==> src/rtl/uart_rx_frame_check.sv <==
// uart_rx_frame_check
//   Frame-level checker for a UART receiver. A front end detects the start
//   edge and samples each bit at mid-bit. This block walks the frame
//   (start, data LSB-first, optional parity, stop), assembles the word and
//   flags start, parity and stop errors.
//
// Parameters
//   DATA_WIDTH  : data bits per frame (5..8)
//
// Ports
//   clk2        : in  oversampling clock; all state changes on its rising edge
//   rst         : in  asynchronous reset, active low
//   frame_start : in  pulse, start-bit falling edge seen on the line
//   bit_valid   : in  strobe, bit_value holds a fresh mid-bit sample
//   bit_value   : in  sampled serial bit
//   parity_en   : in  frame carries a parity bit (latched at frame start)
//   parity_type : in  0 = even, 1 = odd (latched at frame start)
//   p_data      : out last good received word
//   data_valid  : out pulse, p_data just updated
//   parity_err  : out pulse, parity mismatch in the frame just ended
//   stop_err    : out pulse, stop bit sampled as 0
//   start_err   : out pulse, start bit sampled as 1
//   busy        : out high whenever the FSM is not idle
module uart_rx_frame_check #(
   parameter int DATA_WIDTH = 8
) (
   input  logic                  clk2,
   input  logic                  rst,
   input  logic                  frame_start,
   input  logic                  bit_valid,
   input  logic                  bit_value,
   input  logic                  parity_en,
   input  logic                  parity_type,
   output logic [DATA_WIDTH-1:0] p_data,
   output logic                  data_valid,
   output logic                  parity_err,
   output logic                  stop_err,
   output logic                  start_err,
   output logic                  busy
);

   localparam logic [2:0] IDLE   = 3'd0;
   localparam logic [2:0] START  = 3'd1;
   localparam logic [2:0] DATA   = 3'd2;
   localparam logic [2:0] PARITY = 3'd3;
   localparam logic [2:0] STOP   = 3'd4;

   // A 3-bit index covers DATA_WIDTH up to 8.
   localparam logic [2:0] LAST_IDX = 3'(DATA_WIDTH - 1);

   logic [2:0]            state_q,      state_d;
   logic [DATA_WIDTH-1:0] shift_q,      shift_d;
   logic [2:0]            idx_q,        idx_d;
   logic                  par_en_q,     par_en_d;
   logic                  par_type_q,   par_type_d;
   logic                  frame_err_q,  frame_err_d;
   logic [DATA_WIDTH-1:0] p_data_q,     p_data_d;
   logic                  data_valid_q, data_valid_d;
   logic                  parity_err_q, parity_err_d;
   logic                  stop_err_q,   stop_err_d;
   logic                  start_err_q,  start_err_d;

   always_comb begin
      state_d      = state_q;
      shift_d      = shift_q;
      idx_d        = idx_q;
      par_en_d     = par_en_q;
      par_type_d   = par_type_q;
      frame_err_d  = frame_err_q;
      p_data_d     = p_data_q;
      // Status outputs are single-cycle pulses: cleared unless set below.
      data_valid_d = 1'b0;
      parity_err_d = 1'b0;
      stop_err_d   = 1'b0;
      start_err_d  = 1'b0;

      case (state_q)
         IDLE: begin
            // bit_valid is deliberately not looked at here, even in the
            // same cycle as frame_start.
            if (frame_start) begin
               state_d     = START;
               par_en_d    = parity_en;
               par_type_d  = parity_type;
               frame_err_d = 1'b0;
               idx_d       = 3'd0;
            end
         end
         START: begin
            if (bit_valid) begin
               if (!bit_value) begin
                  state_d = DATA;
               end else begin
                  // Line went back high: treat it as a glitch, not a frame.
                  state_d     = IDLE;
                  start_err_d = 1'b1;
               end
            end
         end
         DATA: begin
            if (bit_valid) begin
               // LSB arrives first, so shift right and insert at the MSB.
               // After DATA_WIDTH bits the word sits in place.
               shift_d = {bit_value, shift_q[DATA_WIDTH-1:1]};
               if (idx_q == LAST_IDX) begin
                  state_d = par_en_q ? PARITY : STOP;
               end else begin
                  idx_d = idx_q + 3'd1;
               end
            end
         end
         PARITY: begin
            if (bit_valid) begin
               if (bit_value != ((^shift_q) ^ par_type_q)) begin
                  frame_err_d = 1'b1;
               end
               state_d = STOP;
            end
         end
         STOP: begin
            if (bit_valid) begin
               state_d      = IDLE;
               stop_err_d   = ~bit_value;
               parity_err_d = frame_err_q;
               if (bit_value && !frame_err_q) begin
                  data_valid_d = 1'b1;
                  p_data_d     = shift_q;
               end
            end
         end
         default: state_d = IDLE;
      endcase
   end

   always_ff @(posedge clk2 or negedge rst) begin
      if (!rst) begin
         state_q      <= IDLE;
         shift_q      <= '0;
         idx_q        <= 3'd0;
         par_en_q     <= 1'b0;
         par_type_q   <= 1'b0;
         frame_err_q  <= 1'b0;
         p_data_q     <= '0;
         data_valid_q <= 1'b0;
         parity_err_q <= 1'b0;
         stop_err_q   <= 1'b0;
         start_err_q  <= 1'b0;
      end else begin
         state_q      <= state_d;
         shift_q      <= shift_d;
         idx_q        <= idx_d;
         par_en_q     <= par_en_d;
         par_type_q   <= par_type_d;
         frame_err_q  <= frame_err_d;
         p_data_q     <= p_data_d;
         data_valid_q <= data_valid_d;
         parity_err_q <= parity_err_d;
         stop_err_q   <= stop_err_d;
         start_err_q  <= start_err_d;
      end
   end

   assign p_data     = p_data_q;
   assign data_valid = data_valid_q;
   assign parity_err = parity_err_q;
   assign stop_err   = stop_err_q;
   assign start_err  = start_err_q;
   assign busy       = (state_q != IDLE);

endmodule

==> config.mk <==
export PLATFORM = sky130hd
export DESIGN_NAME = uart_rx_frame_check
export DESIGN_NICKNAME = d
export VERILOG_FILES = /design/src/rtl/uart_rx_frame_check.sv
export SDC_FILE = /design/constraint.sdc
export NUM_CORES = 1
export LEC_CHECK = 0
export BUFFER_PORTS_ARGS = -buffer_cell sky130_fd_sc_hd__clkbuf_2
export CAP_MARGIN = 20
export CORE_ASPECT_RATIO = 0.8
export CORE_MARGIN = 3
export CORE_UTILIZATION = 40
export DETAILED_ROUTE_END_ITERATION = 8
export SLEW_MARGIN = 5
export SYNTH_ARGS = -nofsm -noshare
export SYNTH_HDL_FRONTEND = slang
export SYNTH_SLANG_ARGS = --single-unit
export TNS_END_PERCENT = 5
==> constraint.sdc <==
create_clock -name clk2 -period 1.65 [get_ports clk2]
set_input_delay 0.2475 -clock clk2 [delete_from_list [all_inputs] [get_ports clk2]]
set_output_delay 0.2475 -clock clk2 [all_outputs]
set_load 0.02 [all_outputs]
==> results.md <==
* Status: finished, final reports clean
* Port bufs at 19
* Setup Skew at 0.00464 ns
* CTS Hold Bufs at 0
* Clock sink count at 29
* Finish-stage setup viols at 0
* CTS tree: yes
* Clock power frac at 21.3%
* Pre-CTS WS at 0.173 ns
* Synthesized instance count at slightly above 90
* Num CTS Buffers at 5
* Post-synth cell types at 28
* Number of top-level pins at 20
* Post-Synthesis Cell Area at between 0.001 and 0.0015 mm2
* Gr usage total at 12.0%
* Initial antenna violation count at 0
* Final Max Slew Viols at 0
* Die width at 69.8 um
* Post-layout util at 51.8%
* DRC at 0
* Post-Place Cells at 148
* Final setup margin at 0.174 ns
* Worst Max-Slew Pin Slew at 0.707 ns
* CP Launch Type: register
* Commonest cells after routing, fill and taps aside: dfrtp_1, mux2_2, clkbuf_2
* Clk slew on worst S/H paths at around 0.06 ns
* Final wirelength at approximately 2100 um
* Top FF cell, synth: dfrtp_1
* Maximum vdd ir drop at about 0.00068 V
* Comb power frac at 35.9%
* Diode count at 0
* Full die area at 0.00398 mm2
* Placer Congestion at 0.794
* Grt total ovfl at 0
* Final count of hold timing violations at 0
* Vias in the first global route at 812
* Core box area at roughly 0.0029 mm2
* Setup CP Type: register to register
* Largest net degree at the start of global routing at 30
* Sw power at 0.000865 W
* Sequential area share after synthesis at 55.8%
* Worst Hold Class: input pin to asynchronous set/reset pin
* Design area at 0.00152 mm2
* Sw frac at between 30% and 40%
* Final nets at 126
* Most common cell after layout, fill and taps aside: dfrtp_1
* Cts repair resizes at 0
* Initial Util at 44.3%
* Crit share post-route at 89.4%
* Count of yosys warnings during synthesis at 0
* Avg Cell Area, Syn at 14.0 um2
* R2R depth at 3
* Initial DRC Count at 29
* #FFs+latches synth at 29
* Post-synth ARST share at 100%
* Initial DRT Pass Iterations at 2
* First-pass GRT wire length at 3680 um
* Vias at 791
* Tmin final at 1.48 ns
* RSZ-0062 raised after global routing: no
* CP Data Arrival Time at ~1.6 ns
* Seq pwr share at between 40 and 50%
* Layout area overhead at 16.8%
* Row count at 17
* Clk root buf: clkbuf_8
* Critical path's largest stage delay at 0.47 ns
* Postcts setup bufs at 0
* Setup tns final at 0 ns
* DIE HEIGHT at 57.0 um
* Routed length per instance at 13.6 um
* Worst Path Required at 1.80 ns
* CTS Buffer Depth at 2
* Syn Nets at 102
* H-tree levels at 2
* Crit path cell chain: nand2b_1 > nor2_4 > mux2_2
* Fmax at 678 MHz
* Cell Area, Placed at 0.00143 mm2
* Clock Latency Late Sink at roughly 0.27 ns
* Internal power at 0.00178 W
* Power per cell area at 1740 mW/mm2
* Post-synth EDFFs at 0
* Slowest CP cell: dfrtp_1
* Leakage at 0.774 nW
* Vias per cell at 5.10
* Non-filler instance count after layout at approximately 160
* Max Fanout on Critical Path at 8
* Relative slew slack at approximately 53%
* CP endpoint kind: register
* DP HPWL at roughly 1600 um
* Fraction of layout cells with a size suffix above 1 at between 40% and 50%
* MaxCap Viol Count at 0
* Routed Antenna Nets at 0
[synth_stat cells, types with 2 or more instances]
master | count | area (um2)
nor2_4 | 2 | 22.5
ha_1 | 2 | 25.0
xnor2_1 | 5 | 43.8
mux2_2 | 19 | 214
inv_1 | 3 | 11.3
dfrtp_1 | 29 | 726
buf_2 | 2 | 10.0
nor3_1 | 3 | 15.0
a22o_1 | 2 | 17.5
nor2_1 | 3 | 11.3
nand2_1 | 5 | 18.8
nand2b_4 | 2 | 27.5
[flip-flops by register name, indices dropped and copies added, names as in the netlist]
register     count
par_en_q         1
p_data           8
start_err        1
data_valid       1
state_q          3
frame_err_q      1
par_type_q       1
shift_q          8
idx_q            3
stop_err         1
parity_err       1
[metal layers]
metal  share of wire (%)  vias to the layer above  wire, um  global-route usage [%]
li1                    -                      382         -                       -
met1                  49                      382      1040                    15.2
met2                  43                       20       905                    16.6
met3                 5.7                        7       120                    6.69
met4                 2.2                        0        46                    6.28
met5                   0                        -         0                       0
[metrics by stage]
stage	total power, W	hold WS [ns]
floorplan	0.00190	-0.0481
global placement	0.00208	0.333
detailed placement	0.00211	0.337
CTS	0.00268	0.0414
global route	0.00283	0.0657
finish	0.00264	0.0194
[final cells by class]
type	count	area (um2)
Inverter	3	11.3
Timing Repair Buffer	19	95.1
Multi-Input combinational cell	59	554
Clock buffer	7	86.3
Tap cell	38	47.5
Sequential cell	29	726
Fill cell	274	1420
[worst max-delay path, delay by kind of cell (launching register included)]
kind / cells / cell delay [ns]
AND/OR/NAND/NOR: 2 / 0.52
flip-flops: 1 / 0.47
multiplexers: 1 / 0.37
[worst paths after layout]
| check | slack (ns) | endpoint | from |
|---|---|---|---|
| worst max-delay path | 0.17 | shift_q[0] | state_q[2] |
| worst min-delay path | 0.02 | frame_err_q | rst |
| worst max register to register | 0.17 | shift_q[0] | state_q[2] |
| worst min register to register | 0.50 | idx_q[2] | idx_q[2] |
| max in group asynchronous | 1.18 | p_data[7] | rst |
| min in group clk2 | 0.21 | par_en_q | parity_en |
[cell families (layout without fill, tap and decap cells)]
family                   Yosys count  after routing  share of synthesized area [%]
AO/OA/AOI/OAI                      9              9                           5.77
XOR/XNOR                           8              8                           7.02
adder cells (fa/ha/maj)            2              2                           1.92
buffers and inverters              5             29                           1.63
flip-flops                        29             29                           55.8
multiplexers                      19             19                           16.4
AND/OR/NAND/NOR                   21             21                           11.4
[power by group through the flow]
| stage | sequential [W] | combinational, W | clock, W |
|---|---|---|---|
| 2_1_floorplan | 0.00109 | 0.000811 | 0 |
| 3_3_place_gp | 0.00112 | 0.000955 | 0 |
| 3_5_place_dp | 0.00114 | 0.000967 | 0 |
| 4_1_cts | 0.00113 | 0.000967 | 0.000586 |
| 5_1_grt | 0.00116 | 0.00104 | 0.000623 |
| 6_report | 0.00113 | 0.000947 | 0.000563 |
No activity file was read; power rests on OpenSTA's default activity.
